[config.mk]
export PLATFORM = sky130hd
export DESIGN_NAME = dogbattle_uart_tx_flat
export DESIGN_NICKNAME = d
export VERILOG_FILES = /design/src/rtl/dogbattle_pkg.sv /design/src/rtl/dogbattle_uart_tx_if.sv /design/src/rtl/dogbattle_baud_gen.sv /design/src/rtl/dogbattle_uart_tx.sv /design/src/flat_wrapper.sv
export SDC_FILE = /design/constraint.sdc
export NUM_CORES = 1
export LEC_CHECK = 0
export BUFFER_PORTS_ARGS = -buffer_cell sky130_fd_sc_hd__buf_2
export CAP_MARGIN = 20
export CELL_PAD_IN_SITES_DETAIL_PLACEMENT = 0
export CELL_PAD_IN_SITES_GLOBAL_PLACEMENT = 1
export CORE_MARGIN = 2
export CORE_UTILIZATION = 29
export CTS_CLUSTER_SIZE = 20
export DETAILED_ROUTE_END_ITERATION = 8
export PLACE_DENSITY = 0.53
export RECOVER_POWER = 100
export SYNTH_ARGS = -nofsm -noshare
export SYNTH_HDL_FRONTEND = slang
export SYNTH_SLANG_ARGS = --single-unit
[constraint.sdc]
create_clock -name clk -period 2.85 [get_ports clk]
set_input_delay 0.285 -clock clk [delete_from_list [all_inputs] [get_ports clk]]
set_output_delay 0.285 -clock clk [all_outputs]
set_load 0.005 [all_outputs]
[src/rtl/dogbattle_pkg.sv]
// Shared types and constants for the dogbattle UART transmitter.
// Holds the tx FSM state enum, default bit period and counter sizing.
package dogbattle_pkg;

    localparam int DEFAULT_CLKS_PER_BIT = 434;

    typedef enum logic [2:0] {
        ST_IDLE   = 3'd0,
        ST_START  = 3'd1,
        ST_DATA   = 3'd2,
        ST_PARITY = 3'd3,
        ST_STOP   = 3'd4
    } tx_state_e;

    // Width of a down-counter that must hold CLKS_PER_BIT-1.
    function automatic int cnt_width(input int clks);
        return (clks < 2) ? 1 : $clog2(clks);
    endfunction

endpackage

[src/rtl/dogbattle_uart_tx_if.sv]
// Byte handshake between a producer and the UART transmitter.
// Ports: tx_data/tx_valid from producer, tx_ready back from the transmitter.
interface dogbattle_uart_tx_if;

    logic [7:0] tx_data;
    logic       tx_valid;
    logic       tx_ready;

    modport master (
        output tx_data,
        output tx_valid,
        input  tx_ready
    );

    modport slave (
        input  tx_data,
        input  tx_valid,
        output tx_ready
    );

endinterface

[src/rtl/dogbattle_baud_gen.sv]
// Bit-period down-counter for the UART transmitter.
// Ports: clk, rst_n, load_i (reload to CLKS_PER_BIT-1), tick_o (count is zero).
module dogbattle_baud_gen
    import dogbattle_pkg::*;
#(
    parameter int CLKS_PER_BIT = DEFAULT_CLKS_PER_BIT
) (
    input  logic clk,
    input  logic rst_n,
    input  logic load_i,
    output logic tick_o
);

    localparam int            CW     = cnt_width(CLKS_PER_BIT);
    localparam logic [CW-1:0] RELOAD = CW'(CLKS_PER_BIT - 1);

    logic [CW-1:0] cnt_q;
    logic [CW-1:0] cnt_d;

    // Reloading on every boundary keeps each bit exactly
    // CLKS_PER_BIT cycles, so no error accumulates over a frame.
    always_comb begin
        cnt_d = cnt_q;
        if (load_i) begin
            cnt_d = RELOAD;
        end else if (cnt_q != '0) begin
            cnt_d = cnt_q - CW'(1);
        end
    end

    always_ff @(posedge clk or negedge rst_n) begin
        if (!rst_n) begin
            cnt_q <= '0;
        end else begin
            cnt_q <= cnt_d;
        end
    end

    assign tick_o = (cnt_q == '0);

endmodule

[src/rtl/dogbattle_uart_tx.sv]
// UART transmitter: 8 data bits LSB first, optional even parity, 1-2 stops.
// Ports: clk, rst_n, tx_if (slave handshake), tx (serial line), busy.
module dogbattle_uart_tx
    import dogbattle_pkg::*;
#(
    parameter int CLKS_PER_BIT = DEFAULT_CLKS_PER_BIT,
    parameter int PARITY_EN    = 0,
    parameter int STOP_BITS    = 1
) (
    input  logic                      clk,
    input  logic                      rst_n,
    dogbattle_uart_tx_if.slave        tx_if,
    output logic                      tx,
    output logic                      busy
);

    localparam logic PAR_ON    = (PARITY_EN != 0);
    localparam logic STOP_LAST = (STOP_BITS == 2);

    tx_state_e  state_q;
    logic       tx_q;
    logic [7:0] shift_q;
    logic       par_q;
    logic [2:0] bit_q;
    logic       stop_q;

    logic ready;
    logic accept;
    logic tick;
    logic load;

    assign ready  = (state_q == ST_IDLE);
    assign accept = ready & tx_if.tx_valid;
    // Reload at acceptance and at every bit boundary inside a frame.
    assign load   = accept | (~ready & tick);

    dogbattle_baud_gen #(
        .CLKS_PER_BIT(CLKS_PER_BIT)
    ) u_baud (
        .clk   (clk),
        .rst_n (rst_n),
        .load_i(load),
        .tick_o(tick)
    );

    assign tx_if.tx_ready = ready;
    assign busy           = ~ready;
    assign tx             = tx_q;

    always_ff @(posedge clk or negedge rst_n) begin
        if (!rst_n) begin
            state_q <= ST_IDLE;
            tx_q    <= 1'b1;
            shift_q <= '0;
            par_q   <= 1'b0;
            bit_q   <= '0;
            stop_q  <= 1'b0;
        end else begin
            unique case (state_q)
                ST_IDLE: begin
                    if (accept) begin
                        state_q <= ST_START;
                        tx_q    <= 1'b0;
                        shift_q <= tx_if.tx_data;
                        par_q   <= ^tx_if.tx_data;
                        bit_q   <= '0;
                        stop_q  <= 1'b0;
                    end
                end
                ST_START: begin
                    if (tick) begin
                        state_q <= ST_DATA;
                        tx_q    <= shift_q[0];
                        shift_q <= {1'b0, shift_q[7:1]};
                    end
                end
                ST_DATA: begin
                    // bit_q indexes the data bit currently on the line.
                    if (tick) begin
                        if (bit_q == 3'd7) begin
                            if (PAR_ON) begin
                                state_q <= ST_PARITY;
                                tx_q    <= par_q;
                            end else begin
                                state_q <= ST_STOP;
                                tx_q    <= 1'b1;
                            end
                        end else begin
                            bit_q   <= bit_q + 3'd1;
                            tx_q    <= shift_q[0];
                            shift_q <= {1'b0, shift_q[7:1]};
                        end
                    end
                end
                ST_PARITY: begin
                    if (tick) begin
                        state_q <= ST_STOP;
                        tx_q    <= 1'b1;
                    end
                end
                ST_STOP: begin
                    if (tick) begin
                        if (stop_q == STOP_LAST) begin
                            state_q <= ST_IDLE;
                            tx_q    <= 1'b1;
                        end else begin
                            stop_q <= 1'b1;
                        end
                    end
                end
                default: begin
                    state_q <= ST_IDLE;
                    tx_q    <= 1'b1;
                end
            endcase
        end
    end

endmodule

[src/flat_wrapper.sv]
// flat-port wrapper written by rule: the top's interface ports become plain ports
module dogbattle_uart_tx_flat import dogbattle_pkg::*;
#(
    parameter int CLKS_PER_BIT = DEFAULT_CLKS_PER_BIT,
    parameter int PARITY_EN    = 0,
    parameter int STOP_BITS    = 1
)
  (clk, rst_n, tx, busy, tx_if_tx_data, tx_if_tx_valid, tx_if_tx_ready);
  dogbattle_uart_tx_if tx_if_i ();
  input  logic clk;
  input  logic rst_n;
  output logic tx;
  output logic busy;
  input wire logic [$bits(tx_if_i.tx_data)-1:0] tx_if_tx_data;
  input wire logic [$bits(tx_if_i.tx_valid)-1:0] tx_if_tx_valid;
  output wire logic [$bits(tx_if_i.tx_ready)-1:0] tx_if_tx_ready;
  assign tx_if_i.tx_data = tx_if_tx_data;
  assign tx_if_i.tx_valid = tx_if_tx_valid;
  assign tx_if_tx_ready = tx_if_i.tx_ready;
  dogbattle_uart_tx #(.CLKS_PER_BIT(CLKS_PER_BIT), .PARITY_EN(PARITY_EN), .STOP_BITS(STOP_BITS)) u_core (.clk(clk), .rst_n(rst_n), .tx_if(tx_if_i), .tx(tx), .busy(busy));
endmodule
==> reports/summary.txt <==
Status = finished clean
CTS sink count = 24
Mean Syn Cell Area = 11.0 um^2
Hold Fails Final Rpt = 0
Setup bufs post-CTS = 0
Layout cell share with drive strength beyond 1 = 27.6%
Hold Slack = 0.283 ns
Max clock buf depth = 2
Crit path max-delay family = simple AND/OR/NAND/NOR gates
Worst path max stage delay = 0.55 ns
Worst-path fanout max = 11
Die area = 5190 um^2
Final WL = 2.55 mm
Post-route setup slack = 0.459 ns
Crit Path Category = register to register
DRC violations left = 0
Reg2reg setup slack = 0.46 ns
Crit path cell chain = inv_1, ha_1, or3b_2, or3_1, o21ai_0, a21oi_1
First-pass GRT wire length = 4.47 mm
Worst-Margin Slew = 1.30 ns
Width of the die = 72.0 um
CTS tree = built
Synthesis-stage register bit count = 24
Skew final = 0.00183 ns
Hold Path Class = primary input to asynchronous set/reset pin
Post-cts sizing count = 0
Max-Cap Viols = 0
Vias per cell = 5.03
Sequential area share after synthesis = 44.9%
Top-area cell type share of the netlist area = 42.9%
Io pins = 14
Die Y = 72.0 um
Ranking of synthesized cells by area = dfrtp_1, mux2_2, nand3b_1
Pwr Density = 706 nW/um^2
P&R area growth vs syn = 8.21%
Initial Utilization = 30.4%
Detailed Route Iter0 Violations = 20
HPWL Detailed = 1.90 mm
CTS buffer count = 3
CP bufs+invs = 1
RSZ-0062 raised after global routing = no
GRT Total Usage = 11.0%
WL/cell = 13.7 um
Arrival @ worst endpoint = 2.53 ns
Congestion Overflow GR = 0
First-pass DRT Iterations = 4
CTS hold repair buffers = 0
Ant. Diodes = 0
Largest net degree at the start of global routing = 25
Fill count = 446
Clock slew at reported path FFs = 0.09 ns
R2R Path Start = u_core.u_baud.cnt_q[0]
Cell Rows = 24
CTS root buffer = clkbuf_8
Slew margin rel. = 13.2%
Fin Setup TNS = 0 ns
Number of buffers inserted by port buffering = 13
Mapped Nets = 136
Slowest stage cell, crit path = or3b_2
Setup violators final = 0
H-tree depth = 1
Netlist cell types = 33
Worst-Skew Late Latency = 0.27 ns
Worst Setup End Kind = register
Yosys top cell by area = dfrtp_1
Fin crit share = 83.9%
Layout Nets = 149
Slew Viols, Final = 0
Fin crit period = 2.39 ns
Placement Setup Slack = 0.607 ns
Register-to-Register Path Depth = 6
Crit start category = register
RePlAce Congestion = 0.706
Cells after synthesis = 122
Max IR drop VDD = 0.236 mV
Core Box Area = 4410 um^2
Synth warnings = 0
Initial antenna violation count = 0
Max Freq = 0.418 GHz
Antenna viol nets, final = 0
Reg-to-Reg End = u_core.u_baud.cnt_q[2]
Post-synthesis cell area = 1340 um^2
Lkg Pwr = 0.623 nW
Vias in the first global route = 940
WP data required = 2.99 ns
Via Count = 936
==> report_power, final <==
part | leakage [nW] | switching, mW | internal [mW] | total (mW)
clock network | 0.0288 | 0.112 | 0.123 | 0.235
logic | 0.299 | 0.117 | 0.150 | 0.266
registers | 0.295 | 0.0810 | 0.442 | 0.523
==> synthesized netlist by cell type <==
cell      instances
a22oi_1           1
dfstp_2           1
or3_4             1
nor3_4            2
mux2i_1           3
nor4_1            2
nand3b_1          6
clkbuf_4          1
dfrtp_1          23
o21ai_2           3
nand3_1           3
nor2_1            6
o22ai_1           1
or3b_2            2
o31ai_1           2
a21oi_1           6
nor3_1            3
ha_1              3
and4_1            1
mux2_2           15
a21boi_0          1
o21ai_0           6
or3_1             1
nand2_1           8
clkbuf_8          1
nand2b_1          4
buf_6             3
o21bai_1          1
or4_4             1
nor2b_1           1
inv_1             5
or3_2             3
xnor2_1           2
==> worst max path at each step <==
| stage | startpoint | endpoint | slack [ns] | cells past startpoint |
|---|---|---|---|---|
| final | u_core.u_baud.cnt_q[0] | u_core.u_baud.cnt_q[2] | 0.46 | 6 |
| after global routing | u_core.u_baud.cnt_q[0] | u_core.u_baud.cnt_q[6] | 0.25 | 6 |
| after CTS | u_core.u_baud.cnt_q[0] | u_core.bit_q[1] | 0.60 | 6 |
| after detailed placement | u_core.u_baud.cnt_q[0] | u_core.bit_q[0] | 0.61 | 6 |
| after global placement | u_core.u_baud.cnt_q[0] | u_core.bit_q[1] | 0.67 | 6 |
| after floorplan | u_core.u_baud.cnt_q[0] | u_core.bit_q[0] | 0.78 | 7 |
==> worst reg2reg max path: stages (launching register included) <==
cell and delay, ns:
dfrtp_1 0.40, inv_1 0.10, ha_1 0.18, or3b_2 0.55, or3_1 0.54, o21ai_0 0.42
a21oi_1 0.08
==> metal layers <==
layer  share of wire (%)  track usage, %  wire, um  vias to the layer above
li1                    -               -         -                      462
met1                  48            14.3      1220                      459
met2                  48            17.7      1220                       11
met3                 2.7            2.22        69                        4
met4                 1.8            5.24        45                        0
met5                   0               0         0                        -
==> state kept, by name (all words and copies together) (netlist names) <==
| signal | cells |
|---|---|
| u_core.shift_q | 8 |
| u_core.u_baud.cnt_q | 9 |
| u_core.state_q | 3 |
| u_core.tx | 1 |
| u_core.bit_q | 3 |
==> area by class of cell <==
type	instances	area [um^2]	area share, %
Inverter	5	18.8	1.29
Tap cell	52	65.1	4.48
Timing Repair Buffer	13	61.3	4.22
Multi-Input combinational cell	88	649	44.7
Clock buffer	4	55.1	3.79
Sequential cell	24	602	41.5
==> logic make-up after synthesis <==
| logic type | synth area share, % |
|---|---|
| adder cells (fa/ha/maj) | 2.80 |
| AO/OA/AOI/OAI | 9.70 |
| AND/OR/NAND/NOR | 21.0 |
| XOR/XNOR | 1.31 |
| flip-flops | 44.9 |
| buffers and inverters | 5.50 |
| multiplexers | 14.8 |
==> cells in the final DEF, fill, tap and decap left out <==
master and n:
mux2i_1 3, nor3_4 2, xnor2_1 2, nand3b_1 6
or4_4 1, nor3_1 3, o22ai_1 1, nor2b_1 1
or3b_2 2, clkbuf_8 4, a21boi_0 1, a21oi_1 6
o21ai_1 1, ha_1 3, inv_1 5, dfrtp_1 23
and4_1 1, or3_1 2, o31ai_1 2, nor4_1 2
clkbuf_1 3, nor2_1 6, o21ai_0 8, nand2_1 8
buf_2 10, dfstp_1 1, a22oi_1 1, or3_2 3
nand3_1 3, mux2_2 15, o21bai_1 1, nand2b_1 4
==> through the flow <==
step / instance area, um^2 / instances / utilization (%) / total power, mW
2_1_floorplan: 1340 / 122 / - / 0.736
3_3_place_gp: 1420 / 182 / 32.1 / 0.794
3_5_place_dp: 1420 / 182 / 32.1 / 0.805
4_1_cts: 1470 / 186 / 33.3 / 1.04
5_1_grt: 1450 / 186 / 32.9 / 1.11
6_report: 1450 / 186 / 32.9 / 1.02
No activity file was read; power rests on OpenSTA's default activity.
